File: config.mk
export PLATFORM = sky130hd
export DESIGN_NAME = load_store_unit
export DESIGN_NICKNAME = d
export VERILOG_FILES = /design/src/rtl/load_store_unit.sv
export SDC_FILE = /design/constraint.sdc
export NUM_CORES = 1
export LEC_CHECK = 0
export ABC_CLOCK_PERIOD_IN_PS = 1910
export CAP_MARGIN = 5
export CORE_ASPECT_RATIO = 2
export CORE_MARGIN = 4
export CORE_UTILIZATION = 40
export DETAILED_ROUTE_END_ITERATION = 10
export PLACE_DENSITY = 0.77
export SETUP_SLACK_MARGIN = 0.05
export SLEW_MARGIN = 20
export SYNTH_ARGS = -nofsm -noshare
export SYNTH_HDL_FRONTEND = slang
export SYNTH_SLANG_ARGS = --single-unit
File: constraint.sdc
create_clock -name clk -period 1.91 [get_ports clk]
set_clock_uncertainty 0.2 [all_clocks]
set_input_delay 0.573 -clock clk [delete_from_list [all_inputs] [get_ports clk]]
set_output_delay 0.573 -clock clk [all_outputs]
set_load 0.02 [all_outputs]
File: src/rtl/load_store_unit.sv
// Load/store unit: turns an execute-stage memory op into a word-aligned, byte-enabled
// req/ack memory transaction and returns extended load data to writeback.
module load_store_unit #(
    parameter int TIMEOUT = 16
) (
    input  logic        clk,
    input  logic        srst,
    input  logic        ex_valid,
    output logic        ex_ready,
    input  logic        ex_we,
    input  logic [2:0]  ex_funct3,
    input  logic [31:0] ex_addr,
    input  logic [31:0] ex_wdata,
    input  logic [4:0]  ex_rd,
    output logic        op_done,
    output logic [1:0]  op_err,
    output logic        wb_valid,
    output logic [4:0]  wb_rd,
    output logic [31:0] wb_data,
    output logic        mem_req,
    output logic        mem_we,
    output logic [31:0] mem_addr,
    output logic [3:0]  mem_be,
    output logic [31:0] mem_wdata,
    input  logic        mem_ack,
    input  logic [31:0] mem_rdata
);

    localparam int CW = (TIMEOUT > 0) ? $clog2(TIMEOUT + 1) : 1;
    localparam logic [CW-1:0] CNT_LAST = CW'(TIMEOUT - 1);

    typedef enum logic [1:0] {S_IDLE, S_REQ, S_DONE} state_t;

    state_t         r_state;
    logic [CW-1:0]  r_cnt;
    logic           r_ex_ready;
    logic           r_op_done;
    logic [1:0]     r_op_err;
    logic           r_wb_valid;
    logic [4:0]     r_wb_rd;
    logic [31:0]    r_wb_data;
    logic           r_mem_req;
    logic           r_mem_we;
    logic [31:0]    r_mem_addr;
    logic [3:0]     r_mem_be;
    logic [31:0]    r_mem_wdata;
    logic [2:0]     r_funct3;
    logic [1:0]     r_off;
    logic [4:0]     r_rd;

    logic           w_illegal;
    logic [3:0]     w_be;
    logic [31:0]    w_wdata;
    logic [7:0]     w_byte;
    logic [15:0]    w_half;
    logic [31:0]    w_ld_data;

    // Request decode: legality check and store lane placement
    always_comb begin
        w_illegal = 1'b0;
        w_be      = 4'b1111;
        w_wdata   = ex_wdata;
        case (ex_funct3)
            3'b000:  w_illegal = 1'b0;
            3'b001:  w_illegal = ex_addr[0];
            3'b010:  w_illegal = (ex_addr[1:0] != 2'b00);
            3'b100:  w_illegal = ex_we;
            3'b101:  w_illegal = ex_we | ex_addr[0];
            default: w_illegal = 1'b1;
        endcase
        if (ex_we) begin
            case (ex_funct3[1:0])
                2'b00: begin
                    w_be    = 4'b0001 << ex_addr[1:0];
                    w_wdata = {4{ex_wdata[7:0]}};
                end
                2'b01: begin
                    w_be    = 4'b0011 << {ex_addr[1], 1'b0};
                    w_wdata = {2{ex_wdata[15:0]}};
                end
                default: begin
                    w_be    = 4'b1111;
                    w_wdata = ex_wdata;
                end
            endcase
        end
    end

    // Load lane select and extension, using the offset latched at accept
    always_comb begin
        case (r_off)
            2'd0:    w_byte = mem_rdata[7:0];
            2'd1:    w_byte = mem_rdata[15:8];
            2'd2:    w_byte = mem_rdata[23:16];
            default: w_byte = mem_rdata[31:24];
        endcase
        w_half = r_off[1] ? mem_rdata[31:16] : mem_rdata[15:0];
        case (r_funct3)
            3'b000:  w_ld_data = {{24{w_byte[7]}}, w_byte};
            3'b001:  w_ld_data = {{16{w_half[15]}}, w_half};
            3'b100:  w_ld_data = {24'd0, w_byte};
            3'b101:  w_ld_data = {16'd0, w_half};
            default: w_ld_data = mem_rdata;
        endcase
    end

    always_ff @(posedge clk or negedge srst) begin
        if (!srst) begin
            r_state     <= S_IDLE;
            r_cnt       <= '0;
            r_ex_ready  <= 1'b1;
            r_op_done   <= 1'b0;
            r_op_err    <= 2'b00;
            r_wb_valid  <= 1'b0;
            r_wb_rd     <= 5'd0;
            r_wb_data   <= 32'd0;
            r_mem_req   <= 1'b0;
            r_mem_we    <= 1'b0;
            r_mem_addr  <= 32'd0;
            r_mem_be    <= 4'd0;
            r_mem_wdata <= 32'd0;
            r_funct3    <= 3'd0;
            r_off       <= 2'd0;
            r_rd        <= 5'd0;
        end else begin
            r_op_done  <= 1'b0;
            r_wb_valid <= 1'b0;
            case (r_state)
                S_IDLE: begin
                    if (ex_valid) begin
                        r_ex_ready  <= 1'b0;
                        r_cnt       <= '0;
                        r_mem_we    <= ex_we;
                        r_mem_addr  <= {ex_addr[31:2], 2'b00};
                        r_mem_be    <= w_be;
                        r_mem_wdata <= w_wdata;
                        r_funct3    <= ex_funct3;
                        r_off       <= ex_addr[1:0];
                        r_rd        <= ex_rd;
                        if (w_illegal) begin
                            r_state   <= S_DONE;
                            r_op_done <= 1'b1;
                            r_op_err  <= 2'b01;
                        end else begin
                            r_state   <= S_REQ;
                            r_mem_req <= 1'b1;
                        end
                    end
                end
                S_REQ: begin
                    if (mem_ack) begin
                        r_state   <= S_DONE;
                        r_mem_req <= 1'b0;
                        r_op_done <= 1'b1;
                        r_op_err  <= 2'b00;
                        if (!r_mem_we) begin
                            r_wb_valid <= 1'b1;
                            r_wb_rd    <= r_rd;
                            r_wb_data  <= w_ld_data;
                        end
                    end else if ((TIMEOUT != 0) && (r_cnt == CNT_LAST)) begin
                        r_state   <= S_DONE;
                        r_mem_req <= 1'b0;
                        r_op_done <= 1'b1;
                        r_op_err  <= 2'b10;
                    end else begin
                        r_cnt <= r_cnt + 1'b1;
                    end
                end
                default: begin
                    r_state    <= S_IDLE;
                    r_ex_ready <= 1'b1;
                end
            endcase
        end
    end

    assign ex_ready  = r_ex_ready;
    assign op_done   = r_op_done;
    assign op_err    = r_op_err;
    assign wb_valid  = r_wb_valid;
    assign wb_rd     = r_wb_rd;
    assign wb_data   = r_wb_data;
    assign mem_req   = r_mem_req;
    assign mem_we    = r_mem_we;
    assign mem_addr  = r_mem_addr;
    assign mem_be    = r_mem_be;
    assign mem_wdata = r_mem_wdata;

endmodule

==> impl_metrics.yaml <==
status:
  status: "finished, violations left"
  violations: "negative hold slack, negative setup slack"
cells_and_area:
  final_area_um2: 9450
  fillerInstances: 1094
  drive_above_1_share: 0.319
  area_growth_pct: 64.6
  final_nets: 1027
  final_util: 0.677
logic_synthesis:
  yosysWarnings: 0
  yosysUniqueCellTypes: 48
  yosysMostFrequentCell: "nand2_1"
  synthAdderAreaFrac: 0.00436
  synth_xor_area_frac: 0.00153
  synth_area_um2: 5740
  synth_top_family_by_area: "simple AND/OR/NAND/NOR gates"
  yosys-top-cells-count: "nand2_1, dfrtp_1, o21ai_0"
  synthCells: 631
  ys_seq_elements: 127
  muxShareOfSynthArea: 0.0375
  postSynthAreaPerCell_um2: 9.10
  yosysSeqAreaShare: 0.554
  synth_edf_count: 0
  synth_compound_area_frac: 0.161
  synthSimpleGateAreaFrac: 0.204
  ys_async_sr_fraction: 1.00
  yosysTopAreaCellShare: 0.549
  ys.flop_type: "dfrtp_1"
  synth_area_leaders: "dfrtp_1, nand2_1, o21ai_0"
  synth_area_leader_cell: "dfrtp_1"
cts:
  clk_latency_ns: 0.40
  clk_pin_slew_worst_paths_ns: 0.06
  cts_tree: "yes"
  cts_root_buf: "clkbuf_16"
  numClockSinks: 127
  cts_buffers: 17
  clock_path_buffers: 2
  cts.htree.levels: 4
  cts_hold_buf: 0
global_route:
  grt_pass1_vias: 5973
  grt_max_degree: 92
  grt_overflow: 0
  grtUsageTotal: 0.245
  antenna_found_initial: 1
  grt_pass1_wl_mm: 31.0
timing:
  fin_crit_ns: 1.92
  rsz0062_at_grt: "true"
  slew_viol_final: 0
  setup_ws_ns: -0.0141
  relSlewSlack: 0.643
  worst_pin_slew_ns: 0.535
  period_share: 1.01
  timing.hold.ws_ns: -0.0313
  setup_viol: 7
  hold_viol: 13
  setup-tns-final_ns: -0.0510
  fmax_ghz: 0.520
worst_hold_path:
  hold_path_class: "primary input to async pin"
detailed_routing:
  drtIter0Drc: 306
  routed_wl_mm: 20.2
  drt-vias-per-instance: 5.14
  dr.pass1.iters: 4
  drc: 0
  ant_nets: 0
  wl_per_cell_um: 18.1
  num_vias: 5750
power_and_ir_drop:
  max-vdd-ir-drop_v: 0.000852
  total_power_mw: 12.4
  cellLeakagePower_nw: 4.33
  power_density_nw_per_um2: 1310
critical_path:
  cp-start-kind: "flop"
  end_kind: "flop"
  critPathRequiredTime_ns: 1.99
  cp_max_fo: 5
  criticalPathCategory: "flop to flop"
  worstPathArrival_ns: 2.01
floorplan:
  die_h_um: 177
  core_area_um2: 14000
  die_w_um: 92.7
  row_count: 61
  die_area_um2: 16500
  initial_core_util: 0.411
  boundaryPins: 221
placement:
  hpwl_mm: 14.6
  gp_congestion: 0.861
  port_buffers: 218
  dpl_cell_area_um2: 8690
job:
  max-cap-violations: 0
## flip-flops by register name, indices dropped and copies added (netlist names), 2 cells and up
name,cells
r_rd,5
mem_addr,30
wb_data,32
op_err,2
wb_rd,5
r_state,2
r_cnt,5
r_funct3,3
mem_be,4
mem_wdata,32
r_off,2
## cell families after synthesis
logic type | after synthesis
other cells | 1
simple gates | 280
buf+inv | 49
xor+xnor | 1
compound gates | 152
fa+ha+maj | 2
mux | 19
flops | 127
## critical path, cell delays in order (launching register included)
cell and delay, ns:
dfrtp_1 0.40, ha_2 0.19, and3_4 0.19, ha_4 0.16
or2_4 0.27, o21ai_2 0.13, o31ai_2 0.08, a22o_1 0.18
## power breakdown
group	switching (mW)	internal (mW)
Sequential	0.575	3.56
Combinational	2.70	2.00
Clock	1.19	2.34
Total	4.47	7.89
## layout by cell type (no fill, tap or decap), types with 6 or more instances in the layout
master / count
a21oi_1: 22
a21oi_2: 8
a31oi_1: 11
buf_12: 7
buf_2: 49
buf_4: 73
buf_6: 8
clkbuf_16: 17
clkbuf_2: 8
clkdlybuf4s15_2: 52
clkdlybuf4s50_1: 96
clkinvlp_4: 6
dfrtp_1: 126
dlygate4sd2_1: 10
inv_1: 6
mux2_2: 10
mux2i_1: 8
nand2_1: 207
nor2_1: 34
nor3_1: 7
o211ai_1: 16
o21a_1: 7
o21ai_0: 38
o21ai_1: 6
o21ai_2: 17
or3_1: 7
## what timing repair did
action,4_1_cts,5_1_grt
buffers inserted,2,6
setup endpoints to repair,166,90
resized for setup,376,80
pin swaps,13,6
gates cloned,3,0
## layer usage
metal  vias to the layer above  wire length [um]  track usage
met5                         -                 0            0
met1                      2736              6700        0.239
met2                       249             11400        0.466
li1                       2698                 -            -
met3                        67              1080       0.0522
met4                         0              1060        0.138
## through the flow
step	std cells	hold slack, ns	worst slack, ns
final	1119	-0.0313	-0.0141
after global routing	1119	0.0530	-0.0765
after CTS	1112	0.0280	-0.0115
after detailed placement	1075	0.257	-0.614
after global placement	1075	0.249	-0.554
after floorplan	632	0.0774	-0.0320
## area by class of cell
cell class,count,area (um^2),share of cell area
Antenna cell,1,2.50,0.000265
Clock buffer,21,480,0.0508
Clock inverter,11,176,0.0187
Inverter,8,37.5,0.00397
Multi-Input combinational cell,456,2560,0.271
Sequential cell,127,3180,0.336
Tap cell,189,236,0.0250
Timing Repair Buffer,306,2780,0.294
## final timing paths
check,startpoint,end,slack (ns),depth (start not counted)
worst max-delay path,r_cnt[0],r_cnt[2],-0.01,7
worst min-delay path,srst,op_done,-0.03,2
worst max register to register,r_cnt[0],r_cnt[2],-0.01,7
worst min register to register,mem_be[0],mem_be[0],0.26,2
max in group asynchronous,srst,r_cnt[3],1.08,2
min in group clk,mem_be[0],mem_be[0],0.26,2
Power figures use the tool's default switching activity.
